--- config.mk ---
export PLATFORM = sky130hd
export DESIGN_NAME = activity_led_driver
export DESIGN_NICKNAME = d
export VERILOG_FILES = /design/src/rtl/activity_led_driver.sv
export SDC_FILE = /design/constraint.sdc
export NUM_CORES = 1
export LEC_CHECK = 0
export BUFFER_PORTS_ARGS = -buffer_cell sky130_fd_sc_hd__buf_2
export CAP_MARGIN = 20
export CORE_AREA = 10 10 218 220
export CTS_CLUSTER_DIAMETER = 60
export CTS_CLUSTER_SIZE = 8
export DETAILED_ROUTE_END_ITERATION = 12
export DIE_AREA = 0 0 228 230
export HOLD_SLACK_MARGIN = 0.05
export PLACE_DENSITY = 0.59
export SYNTH_ARGS = -nofsm -noshare
export SYNTH_HDL_FRONTEND = slang
export SYNTH_SLANG_ARGS = --single-unit
--- constraint.sdc ---
create_clock -name clk -period 1.9 [get_ports clk]
set_input_delay 0 -clock clk [delete_from_list [all_inputs] [get_ports clk]]
set_output_delay 0 -clock clk [all_outputs]
set_load 0.05 [all_outputs]
--- src/rtl/activity_led_driver.sv ---
// activity_led_driver: stretches per-port MIDI activity into LED bits and streams them to a 74HC595 chain.
module activity_led_driver #(
  parameter int PORTS   = 16,
  parameter int CLOCK   = 12_000_000,
  parameter int HOLD_MS = 50,
  parameter int SCK_DIV = 4,
  parameter bit INVERT  = 1'b0
) (
  input  logic             clk,
  input  logic             rst_n,
  input  logic [PORTS-1:0] activity_in,
  input  logic [PORTS-1:0] activity_out,
  input  logic             lamp_test,
  output logic             sck,
  output logic             rck,
  output logic             ser,
  output logic             frame_done
);
  localparam int N   = 2 * PORTS;
  localparam int DIV = CLOCK / 1000;
  localparam int PW  = DIV > 1 ? $clog2(DIV) : 1;
  localparam int BW  = N > 1 ? $clog2(N) : 1;
  localparam int DW  = $clog2(2 * SCK_DIV);

  typedef enum logic [1:0] {IDLE, LOAD, SHIFT, LATCH} state_t;

  state_t              state_q, state_d;
  logic [PW-1:0]       pre_q, pre_d;
  logic [N-1:0][7:0]   hold_q, hold_d;
  logic [N-1:0]        act, led, sr_q, sr_d;
  logic [BW-1:0]       bit_q, bit_d;
  logic [DW-1:0]       div_q, div_d;
  logic                ms_tick, bit_end, lat_end;

  assign ms_tick = pre_q == PW'(DIV - 1);
  assign pre_d   = ms_tick ? '0 : pre_q + 1'b1;
  assign act     = {activity_out, activity_in};

  // A fresh activity pulse reloads the stretch even on a tick cycle.
  for (genvar i = 0; i < N; i++) begin : g_hold
    assign hold_d[i] = act[i] ? 8'(HOLD_MS) :
                       (ms_tick && hold_q[i] != 8'd0) ? hold_q[i] - 8'd1 : hold_q[i];
    assign led[i]    = hold_q[i] != 8'd0;
  end

  assign bit_end = div_q == DW'(2 * SCK_DIV - 1);
  assign lat_end = div_q == DW'(SCK_DIV - 1);

  always_comb begin
    state_d = state_q;
    div_d   = '0;
    bit_d   = bit_q;
    sr_d    = sr_q;
    case (state_q)
      IDLE: state_d = LOAD;
      LOAD: begin
        state_d = SHIFT;
        bit_d   = '0;
        sr_d    = lamp_test ? '1 : led;
      end
      SHIFT: begin
        div_d = bit_end ? '0 : div_q + 1'b1;
        if (bit_end) begin
          sr_d    = sr_q << 1;
          bit_d   = bit_q + 1'b1;
          state_d = bit_q == BW'(N - 1) ? LATCH : SHIFT;
        end
      end
      LATCH: begin
        div_d   = lat_end ? '0 : div_q + 1'b1;
        state_d = lat_end ? IDLE : LATCH;
      end
      default: state_d = IDLE;
    endcase
  end

  always_ff @(posedge clk or negedge rst_n) begin
    if (!rst_n) begin
      state_q <= IDLE;
      pre_q   <= '0;
      hold_q  <= '0;
      sr_q    <= '0;
      bit_q   <= '0;
      div_q   <= '0;
    end else begin
      state_q <= state_d;
      pre_q   <= pre_d;
      hold_q  <= hold_d;
      sr_q    <= sr_d;
      bit_q   <= bit_d;
      div_q   <= div_d;
    end
  end

  // Outputs decode straight from registered state so reset forces them at once.
  assign sck        = state_q == SHIFT && div_q >= DW'(SCK_DIV);
  assign rck        = state_q == LATCH;
  assign ser        = (state_q == SHIFT ? sr_q[N-1] : 1'b0) ^ INVERT;
  assign frame_done = state_q == LATCH && lat_end;
endmodule
### After elaboration in Yosys (flattened, before gate mapping)

Cells that the tools add are included.

* word-level logic and storage cells: 260
* ROM bits: 0
* register bits after elaboration: 312
* output and inout port bits: 4
* latch bits: 0
* bits in writable memories: 0
* input bits: 35
* memories kept: 0

* multiplexer cells: 78
* $add $sub $neg: 35
* div/mod/pow operators: 0
* shift-type cells: 0
* reduce and logical (&&, ||, !) cells: 101
* eq/ne operators: 8
* $mul: 0
* bitwise gates (word level): 0
* order comparisons: 1

Operators by type and width (number)
* 2-to-1 mux 8 bit: 64
* nonzero test 8 bit: 32
* subtractor 8 x 1 -> 8 bit (second input constant): 32
* nonzero test 2 bit: 33
* 2-to-1 mux 32 bit: 2
* case mux 32 bit (2 select lines): 1
* logical AND 1 bit: 34
* adder 14 x 1 -> 14 bit (second input constant): 1
* == test 14 bit (second input constant): 1
* 2-to-1 mux 14 bit: 1
* case mux 5 bit (2 select lines): 1
* case mux 2 bit (4 select lines): 1
* 2-to-1 mux 3 bit: 2
* case mux 3 bit (2 select lines): 1
* adder 5 x 1 -> 5 bit (second input constant): 1
* == test 5 bit (second input constant): 1
* 2-to-1 mux 5 bit: 1
* == test 2 bit (second input constant): 2
* 2-to-1 mux 2 bit: 2
* adder 3 x 1 -> 3 bit (second input constant): 1
* == test 3 x 2 -> 1 bit (second input constant): 1
* == test 3 bit (second input constant): 1
* >= comparator 3 bit (second input constant): 1
* == test 2 x 1 -> 1 bit (second input constant): 1
* 4 further kinds: 5

### Depth between registers and ports, before layout

* word-level depth: 4
* gate-level depth with buffers: 9

### Least setup slack after synthesis

Ideal clock, no wire load.

* path kind: register -> register
* from: register pre_q[0]
* to: register hold_q[249] (netlist name)
* library setup time: 0.116 ns
* period minus slack after synthesis: 2.118 ns
* cell stages (with the launch flop): 10
* buffers on the path: 4
* arrival time: 2.002 ns
* setup slack: -0.218 ns
* data required time: 1.784 ns
* cell sequence: dfrtp_1 > ha_1 > and4_1 > buf_2 > nand4_4 > buf_2 > clkbuf_1 > clkbuf_1 > o21ai_0 > o311ai_0

* word-level cells in the longest chain between the ends: 3

Ends and longest elaborated chain
* start, declared: line 28 `logic [PW-1:0] pre_q, pre_d;`
* start signal, assigned: line 87 `pre_q <= pre_d;`
* == test 14 bit: line 35 `assign ms_tick = pre_q == PW'(DIV - 1);`
* logical AND 1 bit: line 42 `(ms_tick && hold_q[i] != 8'd0) ? hold_q[i] - 8'd1 : hold_q[i];`
* nonzero test 2 bit (no source line)
* end signal, assigned: line 88 `hold_q <= hold_d;`
* end, declared: line 29 `logic [N-1:0][7:0] hold_q, hold_d;`

No other way between the ends.
A chain may end at the register's enable or synchronous reset.

### Final worst setup path

* from: register pre_q[12]
* to: register hold_q[227] (netlist name)

The elaborated chain is that of the path after synthesis.

==> results.ini <==
[status]
status = finished with violations
violations = setup timing

[power]
seq_power_share = 0.461
comb_power_share = 0.026
p_leak_nw = 8.38
p_sw_frac = 0.216
p_clk_frac = 0.513
p_sw_w = 0.00312
powerDensity_nw_per_um2 = 651
p_int_w = 0.0113
vdd_drop_max_uv = 533

[clock_network]
insertion_delay_ns = 0.56
htreeDepth = 2
cts_tree = built
numCtsBuffers = 46
root_buffer = clkbuf_16
cts.path.max_buffers = 3
clkTransAtPathRegs_ns = 0.05
cts_sinks = 312

[sta]
finalWorstSetupSlack_ns = -0.230
post-route-min-period_ns = 2.13
fmax_ghz = 0.470
setup_viol = 252
rsz0062_at_grt = yes
finalCritPeriodShare = 1.12
worstMarginPinSlew_ns = 0.553
slew_violations = 0
finalSetupTns_ns = -30.64
relSlewSlack = 0.626
hold_viol_final = 0
clock_skew_ns = 0.0187

[floorplanning]
initial_core_util = 0.396
die_x_um = 228
core_um2 = 42900
die_h_um = 230
num_rows = 76
die_area_um2 = 52400
ios = 39

[logic_synthesis]
syn_nets = 1954
ys_types = 58
netlist_instances = 1880
synthArstFlopShare = 1.00
synth-edff-count = 0
netlist_area_um2 = 17000
ys_seq_elements = 312
synth-warning-count = 0
avgSynthCellArea_um2 = 9.04
yosysSeqAreaShare = 0.459
synthFlopType = dfrtp_1

[critical_path]
path_class = reg2reg
crit_chain = buf_6 -> nor4b_4 -> nand4_4 -> buf_12 -> buf_12 -> or4_1 -> a21oi_2
worst_path_most_repeated_cell = buf_12
worstRegToRegCells = 7
reg2reg_to = hold_q[227]
cp-start-kind = flop
crit_start = pre_q[12]
r2r_start = pre_q[12]
crit_arrival_ns = 2.62
worstPathRequired_ns = 2.39
worst-path-max-fanout = 21
reg2reg_setup_slack_ns = -0.23
crit_slowest_cell = or4_1
cp-end-kind = flop
slowest_delay_ns = 0.53

[detailed_routing]
vias = 15294
wire_per_inst_um = 16.2
ant_nets = 0
first_pass_iters = 5
routed_via_density = 5.69
drc_errors = 0
wl_um = 43500
drt_iter0_drc = 922

[min_path]
hold_path.class = in2async

[layout]
final_area_um2 = 22200
fillers = 3860
layout-drive-gt1-share = 0.231
area_growth_pct = 30.5
num_antenna_cells = 0
nets = 2171

[placed_design]
routabilityCongestion = 0.808
dp_hpwl_um = 27200
numPortBuffers = 38
post_dp_cell_area_um2 = 19100

[grt]
grt_pass1_vias = 14534
grt_pass1_wl_um = 70600
grt_use_total = 0.154
grt_start_max_net_pins = 68
overflow = 0
grt_antenna_before_repair = 0

[run]
maxCapViolations = 0

layout by cell type, fill, tap and decap left out, types with 38 or more instances in the layout:
master / synthesis / layout
a21oi_1: 174 / 102
a21oi_2: 0 / 70
buf_2: 18 / 38
buf_4: 1 / 145
clkbuf_16: 0 / 59
dfrtp_1: 312 / 312
inv_1: 118 / 118
nand2_1: 103 / 100
nand3_1: 80 / 47
nor2_1: 94 / 94
nor3_1: 46 / 45
nor4_1: 44 / 41
o21ai_0: 161 / 153
o31ai_1: 70 / 66
or3_1: 51 / 51
or4_1: 138 / 116
state kept, by name, summed over array words and instances, names as in the netlist:
signal,flops
hold_q,256
sr_q,32
pre_q,14
bit_q,5
div_q,3
state_q,2
worst max path at each step:
stage	endpoint	slack (ns)	depth (start not counted)
finish	hold_q[227]	-0.23	7
global route	hold_q[37]	-0.31	7
CTS	hold_q[21]	-0.21	7
detailed placement	hold_q[197]	-0.26	6
global placement	hold_q[197]	-0.25	6
floorplan	hold_q[172]	-0.11	6
metal layers:
layer | global-route usage | wire (µm)
met1 | 0.204 | 20400
met2 | 0.256 | 20900
met3 | 0.0282 | 1490
met4 | 0.0402 | 694
met5 | 0 | 0
area by class of cell:
class	count	area [µm²]	share of cell area
clock inverters	2	15.0	0.000676
repair buffers	282	2860	0.129
flip-flops and latches	312	7810	0.352
multi-input cells	1337	9080	0.409
clock buffers	54	1250	0.0565
well taps	585	732	0.0330
inverters	118	443	0.0200
stage by stage:
| step | instances | hold slack, ns | utilization | power, W | setup slack, ns |
|---|---|---|---|---|---|
| after global placement | 2568 | -0.0586 | 0.445 | 0.00708 | -0.253 |
| after detailed placement | 2568 | -0.0734 | 0.445 | 0.00708 | -0.264 |
| after global routing | 2690 | 0.0877 | 0.518 | 0.0150 | -0.311 |
| after CTS | 2673 | 0.0695 | 0.493 | 0.0147 | -0.213 |
| final | 2690 | 0.0652 | 0.518 | 0.0144 | -0.230 |
| after floorplan | 1880 | -0.296 | - | 0.00683 | -0.115 |
kinds of logic (layout without fill, tap and decap cells):
kind of cell | count (synthesis) | count (layout) | synth area share
compound gates | 544 | 544 | 0.191
mux | 10 | 10 | 0.00625
xor+xnor | 8 | 8 | 0.00412
fa+ha+maj | 39 | 39 | 0.0287
flops | 312 | 312 | 0.459
simple gates | 736 | 736 | 0.255
buf+inv | 231 | 456 | 0.0556
power by group through the flow:
stage / logic (W) / registers, W / clock network (W)
2_1_floorplan: 0.0000577 / 0.00677 / 0
3_3_place_gp: 0.000316 / 0.00677 / 0
3_5_place_dp: 0.000316 / 0.00677 / 0
4_1_cts: 0.000385 / 0.00666 / 0.00765
5_1_grt: 0.000432 / 0.00665 / 0.00793
6_report: 0.000382 / 0.00666 / 0.00741
cell usage after synthesis (all sizes together), types with 29 or more instances:
| cell | count | area [µm²] |
|---|---|---|
| nor3 | 46 | 230 |
| and3 | 43 | 269 |
| o22ai | 29 | 181 |
| or4 | 138 | 1040 |
| ha | 39 | 488 |
| a21oi | 174 | 871 |
| nor2 | 94 | 353 |
| nor4 | 47 | 322 |
| dfrtp | 312 | 7810 |
| inv | 118 | 443 |
| nand4 | 29 | 203 |
| nand2 | 103 | 387 |
| clkbuf | 67 | 251 |
| o31ai | 70 | 526 |
| o21ai | 176 | 881 |
| or3 | 51 | 319 |
| buf | 46 | 252 |
| nand3 | 80 | 400 |
what timing repair did:
| action | 4_1_cts | 5_1_grt |
|---|---|---|
| setup endpoints to repair | 247 | 270 |
| resized for setup | 42 | 176 |
| setup buffers | 8 | 5 |
| pin swaps | 46 | 98 |
| gates cloned | 6 | 13 |
| endpoints found under the hold margin | 571 | 0 |
| hold buffers | 35 | 0 |
worst max-delay path, delay by kind of cell (launching register included):
family,cells,cell delay [ns]
compound gates,1,0.15
buf+inv,3,0.49
flops,1,0.40
simple gates,3,1.01
(Power assumes the default switching activity.)
